`src/rtl/dram_refresh_arb.sv`:
```
// dram_refresh_arb: arbitrates a single four-phase DRAM command channel
// between an access requester and a periodic all-bank refresh engine.
// A free-running down-counter emits refresh ticks. Each tick adds to a
// saturating pending count, and every completed burst of NUM_OF_BANKS
// refresh commands removes one from it.
// Optional build macro: REFRESH_POSTPONE_EN. When it is defined, accesses
// may postpone refresh until the pending count saturates. When it is not
// defined, refresh has strict priority whenever any refresh is pending.
module dram_refresh_arb #(
    parameter int NUM_OF_BANKS     = 8,
    parameter int NUM_OF_ROWS      = 128,
    parameter int REFRESH_INTERVAL = 1024,
    parameter int MAX_PENDING      = 4
) (
    input  logic                            clk,
    input  logic                            rst_b,
    input  logic                            acc_req,
    input  logic [1:0]                      acc_cmd,
    input  logic [$clog2(NUM_OF_BANKS)-1:0] acc_bank,
    input  logic [$clog2(NUM_OF_ROWS)-1:0]  acc_row,
    output logic                            acc_gnt,
    output logic                            cmd_req,
    output logic [1:0]                      cmd,
    output logic [$clog2(NUM_OF_BANKS)-1:0] bank_id,
    output logic [$clog2(NUM_OF_ROWS)-1:0]  row_id,
    input  logic                            cmd_ack,
    output logic                            refresh_flag,
    output logic                            refresh_ovf
);

    localparam int BW = $clog2(NUM_OF_BANKS);
    localparam int RW = $clog2(NUM_OF_ROWS);
    localparam int CW = $clog2(REFRESH_INTERVAL);
    localparam int PW = $clog2(MAX_PENDING + 1);

    localparam logic [CW-1:0] CNT_RELOAD = CW'(REFRESH_INTERVAL - 1);
    localparam logic [BW-1:0] LAST_BANK  = BW'(NUM_OF_BANKS - 1);
    localparam logic [RW-1:0] LAST_ROW   = RW'(NUM_OF_ROWS - 1);
    localparam logic [PW-1:0] PEND_MAX   = PW'(MAX_PENDING);

    localparam logic [1:0] CMD_NONE  = 2'b00;
    localparam logic [1:0] CMD_READ  = 2'b01;
    localparam logic [1:0] CMD_WRITE = 2'b10;
    localparam logic [1:0] CMD_REF   = 2'b11;

    typedef enum logic [2:0] {
        IDLE    = 3'd0,
        ACC_REQ = 3'd1,
        ACC_REL = 3'd2,
        REF_REQ = 3'd3,
        REF_REL = 3'd4
    } state_t;

    state_t          state_r;
    logic [CW-1:0]   cnt_r;
    logic [PW-1:0]   pending_r;
    logic [RW-1:0]   row_ptr_r;

    logic            tick_s;
    logic            acc_valid_s;
    logic            pend_any_s;
    logic            pend_full_s;
    logic            ref_go_s;
    logic            burst_done_s;

    // Decode the tick, the request qualifiers and the IDLE arbitration decision.
    always_comb begin
        tick_s       = (cnt_r == {CW{1'b0}});
        acc_valid_s  = acc_req && ((acc_cmd == CMD_READ) || (acc_cmd == CMD_WRITE));
        pend_any_s   = (pending_r != {PW{1'b0}});
        pend_full_s  = (pending_r == PEND_MAX);
        burst_done_s = (state_r == REF_REL) && !cmd_ack && (bank_id == LAST_BANK);
`ifdef REFRESH_POSTPONE_EN
        // A valid access postpones refresh until the pending count is full.
        ref_go_s     = pend_any_s && (!acc_valid_s || pend_full_s);
`else
        ref_go_s     = pend_any_s;
`endif
    end

    // Refresh interval down-counter; reloads and ticks when it reaches zero.
    always_ff @(posedge clk or negedge rst_b) begin
        if (!rst_b) begin
            cnt_r <= CNT_RELOAD;
        end else if (tick_s) begin
            cnt_r <= CNT_RELOAD;
        end else begin
            cnt_r <= cnt_r - CW'(1);
        end
    end

    // Pending count and overflow. A tick and a burst completion in the same
    // cycle cancel each other out.
    always_ff @(posedge clk or negedge rst_b) begin
        if (!rst_b) begin
            pending_r   <= {PW{1'b0}};
            refresh_ovf <= 1'b0;
        end else begin
            if (tick_s && !burst_done_s) begin
                if (!pend_full_s) begin
                    pending_r <= pending_r + PW'(1);
                end else begin
                    pending_r <= pending_r;
                end
            end else if (!tick_s && burst_done_s && pend_any_s) begin
                pending_r <= pending_r - PW'(1);
            end else begin
                pending_r <= pending_r;
            end
            if (tick_s && pend_full_s) begin
                refresh_ovf <= 1'b1;
            end else begin
                refresh_ovf <= refresh_ovf;
            end
        end
    end

    // Refresh row pointer; advances once per completed burst and wraps in place.
    always_ff @(posedge clk or negedge rst_b) begin
        if (!rst_b) begin
            row_ptr_r <= {RW{1'b0}};
        end else if (burst_done_s) begin
            if (row_ptr_r == LAST_ROW) begin
                row_ptr_r <= {RW{1'b0}};
            end else begin
                row_ptr_r <= row_ptr_r + RW'(1);
            end
        end else begin
            row_ptr_r <= row_ptr_r;
        end
    end

    // Channel FSM with registered command outputs, grant pulse and refresh flag.
    always_ff @(posedge clk or negedge rst_b) begin
        if (!rst_b) begin
            state_r      <= IDLE;
            cmd_req      <= 1'b0;
            cmd          <= CMD_NONE;
            bank_id      <= {BW{1'b0}};
            row_id       <= {RW{1'b0}};
            acc_gnt      <= 1'b0;
            refresh_flag <= 1'b0;
        end else begin
            acc_gnt <= 1'b0;
            case (state_r)
                IDLE: begin
                    if (ref_go_s) begin
                        state_r      <= REF_REQ;
                        cmd_req      <= 1'b1;
                        cmd          <= CMD_REF;
                        bank_id      <= {BW{1'b0}};
                        row_id       <= row_ptr_r;
                        refresh_flag <= 1'b1;
                    end else if (acc_valid_s) begin
                        state_r <= ACC_REQ;
                        cmd_req <= 1'b1;
                        cmd     <= acc_cmd;
                        bank_id <= acc_bank;
                        row_id  <= acc_row;
                    end else begin
                        state_r <= IDLE;
                    end
                end
                ACC_REQ: begin
                    if (cmd_ack) begin
                        state_r <= ACC_REL;
                        cmd_req <= 1'b0;
                    end else begin
                        state_r <= ACC_REQ;
                    end
                end
                ACC_REL: begin
                    if (!cmd_ack) begin
                        state_r <= IDLE;
                        acc_gnt <= 1'b1;
                        cmd     <= CMD_NONE;
                    end else begin
                        state_r <= ACC_REL;
                    end
                end
                REF_REQ: begin
                    if (cmd_ack) begin
                        state_r <= REF_REL;
                        cmd_req <= 1'b0;
                    end else begin
                        state_r <= REF_REQ;
                    end
                end
                REF_REL: begin
                    if (!cmd_ack) begin
                        if (bank_id == LAST_BANK) begin
                            state_r      <= IDLE;
                            cmd          <= CMD_NONE;
                            refresh_flag <= 1'b0;
                        end else begin
                            state_r <= REF_REQ;
                            cmd_req <= 1'b1;
                            bank_id <= bank_id + BW'(1);
                            row_id  <= row_ptr_r;
                        end
                    end else begin
                        state_r <= REF_REL;
                    end
                end
                default: begin
                    state_r      <= IDLE;
                    cmd_req      <= 1'b0;
                    cmd          <= CMD_NONE;
                    refresh_flag <= 1'b0;
                end
            endcase
        end
    end

endmodule

```
`config.mk`:
```
export PLATFORM = sky130hd
export DESIGN_NAME = dram_refresh_arb
export DESIGN_NICKNAME = d
export VERILOG_FILES = /design/src/rtl/dram_refresh_arb.sv
export SDC_FILE = /design/constraint.sdc
export NUM_CORES = 1
export LEC_CHECK = 0
export CAP_MARGIN = 20
export CORE_MARGIN = 1.5
export CORE_UTILIZATION = 41
export DETAILED_ROUTE_END_ITERATION = 7
export MAX_ROUTING_LAYER = met4
export SLEW_MARGIN = 30
export SYNTH_ARGS = -nofsm -noshare
export SYNTH_HDL_FRONTEND = slang
export SYNTH_SLANG_ARGS = --single-unit
```
`constraint.sdc`:
```
create_clock -name clk -period 3.7 [get_ports clk]
set_input_delay 0.37 -clock clk [delete_from_list [all_inputs] [get_ports clk]]
set_output_delay 0.37 -clock clk [all_outputs]
set_load 0.01 [all_outputs]
```
Yosys cells after proc, flatten, opt, wreduce, memory -nomap -nowiden

Index checks and enable logic that the tools add are counted.

Flip-flop bits (word level): 39
Bits in latches: 0
Memory bits (writable): 0
Memory bits (read-only): 0
Memories: 0

$add $sub $neg: 5
$mul: 0
Div/mod/pow operators: 0
$lt $le $gt $ge: 0
Equal/unequal tests: 17
Shifts and indexed selects: 0
Muxes and demuxes: 41
Bitwise logic cells: 3
Reduce and logical (&&, ||, !) cells: 23

Operators with widths:

| operator              | count |
|---|---|
| $mux 7                | 5 |
| $mux 3                | 9 |
| $mux 2                | 9 |
| $pmux 3 s5            | 1 |
| $pmux 7 s2            | 1 |
| $mux 1                | 11 |
| $logic_not 10->1      | 1 |
| $mux 10               | 1 |
| $ne 2x2->1 const B    | 5 |
| $reduce_and 5->1      | 2 |
| $sub 10x1->10 const B | 1 |
| $eq 3x3->1 const B    | 3 |
| $pmux 2 s4            | 1 |
| $reduce_and 4->1      | 2 |
| $add 7x1->7 const B   | 1 |
| $eq 7x7->1 const B    | 1 |
| $logic_and 1x1->1     | 7 |
| $add 3x1->3 const B   | 2 |
| $eq 3x2->1 const B    | 2 |
| $pmux 3 s2            | 1 |
| $ne 2x1->1 const B    | 2 |
| $pmux 1 s4            | 1 |
| $reduce_bool 2->1     | 2 |
| $eq 3x1->1 const B    | 1 |
| 13 further kinds      | 17 |

Longest topological paths before layout

Gate-level depths: netlist (run 1).

Depth after elaboration: 7
Gate-level depth with buffers: 11
Gate-level depth less buffers: 10

Least setup slack after synthesis (run 1)

OpenSTA, ideal clock, no wires.

Kind: flip-flop to flip-flop
From: reg cnt_r[0]
To: reg pending_r[2]
Setup time: 0.064 ns
Arrival: 2.701 ns
Data required time: 3.636 ns
Slack: 0.934 ns
Stages on the path, launching flop included: 11
Period minus slack after synthesis: 2.766 ns
Path through: dfstp_2 -> inv_1 -> ha_1 -> or3b_1 -> clkbuf_1 -> nor4_4 -> nand2_1 -> fa_1 -> or4_1 -> mux2i_1 -> mux2_2

Longest elaborated chain between the ends: 6

RTL lines:

| what                               | RTL line | RTL |
|---|---|---|
| start: declaration                 | 55       | `logic [CW-1:0] cnt_r;` |
| start signal: assignment           | 88       | `cnt_r <= cnt_r - CW'(1);` |
| $logic_not 10->1 (*)               | 68       | `tick_s = (cnt_r == {CW{1'b0}});` |
| $logic_not 1->1                    | 105      | `end else if (!tick_s && burst_done_s && pend_any_s) begin` |
| $logic_and 1x1->1 (2 in series)    | 105      |  |
| $reduce_bool 2->1 (no source line) | --       |  |
| $reduce_and 2->1 (no source line)  | --       |  |
| end signal: assignment             | 103      | `pending_r <= pending_r;` |
| end signal: assignment             | 106      | `pending_r <= pending_r - PW'(1);` |
| end signal: assignment             | 108      | `pending_r <= pending_r;` |
| end: declaration                   | 56       | `logic [PW-1:0] pending_r;` |

Mark *: on every way between the ends. The rest lies on a longest branch, timed or not.
A chain may end at the register's enable or synchronous reset.

Worst setup path in the final report (run 1)

Ends and elaborated chain as after synthesis.

==> flow_summary.yaml, run 1 <==
global_route:
  grt-ovfl-total: 0
  antenna_found_initial: 0
  grt_pass1_vias: 1422
  grt.total_usage_pct: 16.4
  grt_pass1_wl_um: 6780
  grt_max_degree: 40
cts:
  clk_path_buf_depth: 2
  numCtsBuffers: 5
  cts_resized: 0
  clockRootBuffer: "clkbuf_8"
  postCtsSetupRepairBufs: 0
  clk_pin_slew_worst_paths_ps: 80
  clock_sinks: 39
  h-tree-depth: 2
  cts_hold_buf: 0
  cts_tree: "done"
  worst_skew_pair.late_latency_ps: 290
yosys:
  yosysTopAreaCell: "dfrtp_1"
  ys_seq_elements: 39
  yosys.area.top_type_share_pct: 33.9
  ys_types: 47
  synth_ff_type: "dfrtp_1"
  ys_seq_area_share_pct: 46.2
  syn_nets: 223
  synth_warnings: 0
  syn_area_um2: 2140
  avgSynthCellArea_um2: 10.6
  async_flop_share_pct: 100
  synth_edf_count: 0
  postSynthCellCount: 201
  yosys-top-cells-area: "dfrtp_1 34%, dfstp_2 12%, mux2_2 8.4%, o21ai_0 3.3%, xnor2_1 3.3%"
setup_path:
  critPathArrivalTime_ps: 3160
  required_ps: 3930
  rrSetupSlack_ps: 770
  path_class: "reg -> reg"
  crit_path_end_kind: "flip-flop"
  path_max_fanout: 7
  cp-start-kind: "flip-flop"
routing:
  drc: 0
  via_per_inst: 5.17
  routedWlPerCell_um: 13.6
  drt_iter0_markers: 62
  vias: 1566
  ant_nets: 0
  firstDrtPassIters: 4
  routed_wl_um: 4130
timing:
  rsz0062_at_grt: "no"
  setup_viol: 0
  tightest_slew_ps: 768
  fin_hold_ws_ps: 41.7
  finalSetupTns_ps: 0
  period_needed_ps: 2930
  finalMaxSlewViolations: 0
  clock_skew_ps: 5.38
  fmax_mhz: 341
  finalHoldViolations: 0
  relSlewSlack_pct: 48.4
  fin_crit_sh_pct: 79.2
die:
  start_util_pct: 42.2
  rows: 26
  io_pins: 32
  design.core.area_um2: 5070
  die_w_um: 75.2
  dieArea_um2: 5660
  fp.dieH_um: 75.2
final_layout:
  fin_nets: 254
  syn_to_final_growth_pct: 22.6
  n_fill_cell: 491
  drive_above_1_share_pct: 18.5
  diodes: 0
  multiInputGateArea_um2: 1070
  seq_area_um2: 988
placement:
  port_buffers: 31
  dp_hpwl_um: 2960
  gp_congestion: 0.799
status:
  outcome: "finished clean"
pwr:
  max-vdd-ir-drop_uv: 208
  cellInternalPower_uw: 861
  finalPower_mw: 1.21
  p_clk_share_pct: 30.3
  cellLeakagePower_nw: 1.11
  cellPowerDensity_nw_per_um2: 461
  comb_power_share_pct: 26.5
  power.switching_uw: 350
  p_seq_share_pct: 43.2
  swShare_pct: 28.9
job:
  drv_cap: 0
min_path:
  hold_path.class: "in -> async"
layout by cell type (no fill, tap or decap), types with 3 or more instances in the layout:
cell	count
clkdlybuf4s50_1	30
dfrtp_1	29
nand2_1	18
mux2_2	16
o21ai_0	14
inv_1	10
dfstp_2	10
xnor2_1	8
nor3_1	7
nand3_1	7
a21oi_1	7
mux2i_1	6
clkbuf_8	6
nor2_1	5
ha_1	5
or3_1	4
xor2_1	3
nand2b_1	3
nand4_1	3
o211ai_1	3
buf_4	3
metal layers:
layer / part of all wire, % / vias up / track usage [%]
met4: 1.3 / 0 / 4.76
met3: 4.1 / 6 / 3.88
met2: 44 / 29 / 23.8
li1: - / 784 / -
met1: 50 / 747 / 22.9
met5: 0 / - / -
cells in the mapped netlist (all sizes together) (2+ instances only):
cell     number
a2111oi       2
a211o         2
a211oi        2
a21oi         7
a22o          2
and3          2
buf           2
clkbuf        7
dfrtp        29
dfstp        10
ha            5
inv          10
mux2         17
mux2i         6
nand2        18
nand2b        3
nand3         7
nand4         3
nor2          6
nor2b         2
nor3          7
nor4          2
o211ai        3
o21ai        14
or3           4
or3b          2
or4           4
xnor2         8
xor2          3
registers in the layout, indices dropped and copies added (netlist names):
register	cells
state_r	3
refresh_flag	1
cmd_req	1
acc_gnt	1
cnt_r	10
row_id	7
cmd	2
pending_r	3
bank_id	3
row_ptr_r	7
refresh_ovf	1
worst max-delay path: stages (launching register included):
cell and delay, ps:
dfstp_2 380, inv_1 50, ha_1 160, or3b_1 480, nor4_4 450, nand2_1 130, fa_1 430, or4_1 520
mux2i_1 120, mux2_2 150
metrics by stage:
| step | cell area (um2) | utilization, % | instances | worst slack (ps) |
|---|---|---|---|---|
| 6_report | 2620 | 51.7 | 303 | 769 |
| 5_1_grt | 2620 | 51.7 | 303 | 634 |
| 4_1_cts | 2620 | 51.6 | 303 | 774 |
| 3_5_place_dp | 2500 | 49.3 | 295 | 786 |
| 3_3_place_gp | 2500 | 49.3 | 295 | 831 |
| 2_1_floorplan | 2140 | - | 201 | 934 |
layout make-up:
| class | instances | share of cell area, % |
|---|---|---|
| clock buffer | 6 | 3.15 |
| clock inverter | 2 | 1.34 |
| inverter | 10 | 1.43 |
| multi-input combinational | 143 | 40.7 |
| sequential | 39 | 37.7 |
| tap | 70 | 3.34 |
| timing repair buffer | 33 | 12.3 |
logic make-up (layout without fill, tap and decap cells):
| kind of cell | count (synthesis) | in the layout | share of synthesized area [%] |
|---|---|---|---|
| AO/OA/AOI/OAI | 41 | 41 | 13.6 |
| XOR/XNOR | 11 | 11 | 4.50 |
| adder cells (fa/ha/maj) | 6 | 6 | 3.86 |
| flip-flops | 39 | 39 | 46.2 |
| multiplexers | 23 | 23 | 11.8 |
| AND/OR/NAND/NOR | 62 | 62 | 16.2 |
| buffers and inverters | 19 | 51 | 3.86 |
final timing paths:
| check | startpoint | to | depth (start not counted) |
|---|---|---|---|
| max | cnt_r[0]$_DFF_PN1_ | pending_r[2]$_DFFE_PN0P_ | 9 |
| max in group asynchronous | rst_b | cnt_r[0]$_DFF_PN1_ | 1 |
| max reg2reg | cnt_r[0]$_DFF_PN1_ | pending_r[2]$_DFFE_PN0P_ | 9 |
| min reg2reg | cnt_r[0]$_DFF_PN1_ | cnt_r[0]$_DFF_PN1_ | 1 |
| min | rst_b | refresh_ovf$_DFFE_PN0P_ | 1 |
| min in group clk | cnt_r[0]$_DFF_PN1_ | cnt_r[0]$_DFF_PN1_ | 1 |
power by group through the flow:
stage	Combinational (mW)	Clock, mW	Sequential [mW]
global route	0.357	0.393	0.533
detailed placement	0.326	0	0.532
finish	0.320	0.366	0.523
global placement	0.325	0	0.532
floorplan	0.220	0	0.512
CTS	0.327	0.378	0.523
(Power assumes the default switching activity.)
==> inputs of run 2 (changes only) <==
--- a/config.mk
+++ b/config.mk
@@ -10,6 +10,7 @@
 export CORE_UTILIZATION = 41
 export DETAILED_ROUTE_END_ITERATION = 7
 export MAX_ROUTING_LAYER = met4
+export PLACE_DENSITY = 0.66
 export SLEW_MARGIN = 30
 export SYNTH_ARGS = -nofsm -noshare
 export SYNTH_HDL_FRONTEND = slang
==> constraint.sdc (replaced) <==
create_clock -name clk -period 2.6 [get_ports clk]
set_input_delay 0.26 -clock clk [delete_from_list [all_inputs] [get_ports clk]]
set_output_delay 0.26 -clock clk [all_outputs]
set_load 0.01 [all_outputs]
==> run 2 against run 1 <==
  * Sequential power grew 42%
  * First-iteration DRC count grew 52%
  * Fmax grew 18%
  * Clock power grew 5.7%
  * Die area is the same
  * Count of clock-buffer cells in the layout grew 1
  * Combinational power grew 45%
  * Global-route usage grew 0.50 points
==> flow_summary.yaml, run 2 (synthesis gave the netlist of run 1 again) <==
final_layout:
  largestRegisters: "cnt_r (10), row_id (7), row_ptr_r (7)"
  syn_to_final_growth_pct: 24.9
  n_fill_cell: 479
  fin_nets: 263
  seq_area_um2: 988
  largest_reg_flops: 10
  final_cell_mix: "30 x clkdlybuf4s50_1, 29 x dfrtp_1, 18 x nand2_1"
  multiInputGateArea_um2: 1080
  drive_above_1_share_pct: 22.3
  final_common_cell: "clkdlybuf4s50_1"
  regMostFlops: "cnt_r"
  stdcell_count: 312
  diodes: 0
timing:
  fin_crit_sh_pct: 95.7
  finalHoldViolations: 0
  period_needed_ps: 2490
  clock_skew_ps: 8.83
  relSlewSlack_pct: 66.6
  setup_viol: 0
  finalMaxSlewViolations: 0
  rsz0062_at_grt: "no"
  fmax_mhz: 402
  tightest_slew_ps: 501
  fin_hold_ws_ps: 477
routing:
  firstDrtPassIters: 5
  drt_iter0_markers: 94
  routedWlPerCell_um: 13.6
  wl_met2_um: 1990
  drc: 0
  ant_nets: 0
  via_per_inst: 5.24
  highest_layer: "met4"
  wl_met3_um: 157
  vias: 1634
  routed_wl_um: 4230
  wl_met1_um: 2020
cts:
  clockRootBuffer: "clkbuf_8"
  worst_skew_pair.late_latency_ps: 290
  clk_pin_slew_worst_paths_ps: 80
  clk_path_buf_depth: 2
  cts_tree: "done"
  clock_sinks: 39
  numCtsBuffers: 5
  h-tree-depth: 2
pwr:
  p_seq_share_pct: 46.7
  swShare_pct: 30.8
  cellLeakagePower_nw: 1.13
  p_clk_share_pct: 24.2
  max-vdd-ir-drop_uv: 352
  comb_power_share_pct: 29.1
  cellInternalPower_mw: 1.10
  power.switching_uw: 492
  cellPowerDensity_nw_per_um2: 597
setup_path:
  crit_buf_inv: 1
  cp_top_family: "simple AND/OR/NAND/NOR gates"
  crit_path_end_kind: "flip-flop"
  cp-start-kind: "flip-flop"
  required_ps: 2830
  path_cells: "inv_1, ha_2, or3b_4, nor4_4, nand2_1, fa_2, or4_1, mux2i_1, mux2_4"
  path_max_fanout: 3
  path_class: "reg -> reg"
  critPathArrivalTime_ps: 2720
  slowest_delay_ps: 400
  slowest_stage: "or3b_4"
die:
  io_pins: 32
  fp.dieH_um: 75.2
  start_util_pct: 42.2
  design.core.area_um2: 5070
  rows: 26
  dieArea_um2: 5660
  die_w_um: 75.2
global_route:
  grt.total_usage_pct: 16.9
  grt-ovfl-total: 0
  grt_max_degree: 40
  grt_pass1_wl_um: 6930
  antenna_found_initial: 0
  grt_pass1_vias: 1501
placement:
  place_inst: 302
  port_buffers: 31
  dp_hpwl_um: 3140
  gp_congestion: 0.762
min_path:
  hold_path.class: "in -> async"
job:
  drv_cap: 0
status:
  outcome: "finished clean"
[run 2: power groups by stage]
stage,registers (mW),clock network [mW],logic [mW]
2_1_floorplan,0.729,0,0.313
3_3_place_gp,0.755,0,0.462
3_5_place_dp,0.757,0,0.466
4_1_cts,0.744,0.413,0.469
5_1_grt,0.760,0.430,0.518
6_report,0.745,0.387,0.464
[run 2: timing repair]
item,in CTS,in global routing
gates resized for setup,0,6
hold buffers,0,1
setup endpoints to repair,0,1
buffers inserted,0,1
endpoints found under the hold margin,0,29
[run 2: through the flow]
| stage | power, mW | area [um2] | setup slack (ps) | util, % | TNS [ps] |
|---|---|---|---|---|---|
| after floorplan | 1.04 | 2140 | -166 | - | -166 |
| after global placement | 1.22 | 2550 | 105 | 50.3 | 0 |
| after detailed placement | 1.22 | 2550 | 40.8 | 50.3 | 0 |
| after CTS | 1.63 | 2640 | 20.0 | 51.9 | 0 |
| after global routing | 1.71 | 2670 | 6.26 | 52.7 | 0 |
| final | 1.60 | 2670 | 113 | 52.7 | 0 |
[run 2: layout make-up]
cell class | count | area share [%]
multi-input combinational | 143 | 40.6
sequential | 39 | 37.0
timing repair buffer | 42 | 14.7
tap | 70 | 3.28
clock buffer | 7 | 2.86
inverter | 10 | 1.40
clock inverter | 1 | 0.187
[run 2: worst paths after layout]
check,from,endpoint,slack (ps),depth (start not counted)
setup / recovery,cnt_r[0]$_DFF_PN1_,pending_r[2]$_DFFE_PN0P_,110,9
hold / removal,rst_b,row_ptr_r[0]$_DFFE_PN0P_,480,2
setup reg to reg,cnt_r[0]$_DFF_PN1_,pending_r[2]$_DFFE_PN0P_,110,9
hold reg to reg,cmd_req$_DFFE_PN0P_,cmd_req$_DFFE_PN0P_,480,1
max in group asynchronous,rst_b,cnt_r[9]$_DFF_PN1_,1750,2
min in group clk,cmd_req$_DFFE_PN0P_,cmd_req$_DFFE_PN0P_,480,1
[run 2: per-layer routing]
| metal | vias up | GRT usage [%] |
|---|---|---|
| met1 | 786 | 22.5 |
| met4 | 0 | 5.36 |
| li1 | 807 | - |
| met5 | - | - |
| met3 | 6 | 4.02 |
| met2 | 35 | 25.7 |
==> inputs of run 3 (changes only) <==
--- a/config.mk
+++ b/config.mk
@@ -5,7 +5,7 @@
 export SDC_FILE = /design/constraint.sdc
 export NUM_CORES = 1
 export LEC_CHECK = 0
-export CAP_MARGIN = 20
+export CAP_MARGIN = 10
 export CORE_MARGIN = 1.5
 export CORE_UTILIZATION = 41
 export DETAILED_ROUTE_END_ITERATION = 7
==> results of run 3 <==
Final layout, timing and power as in run 2 (identical DEF).
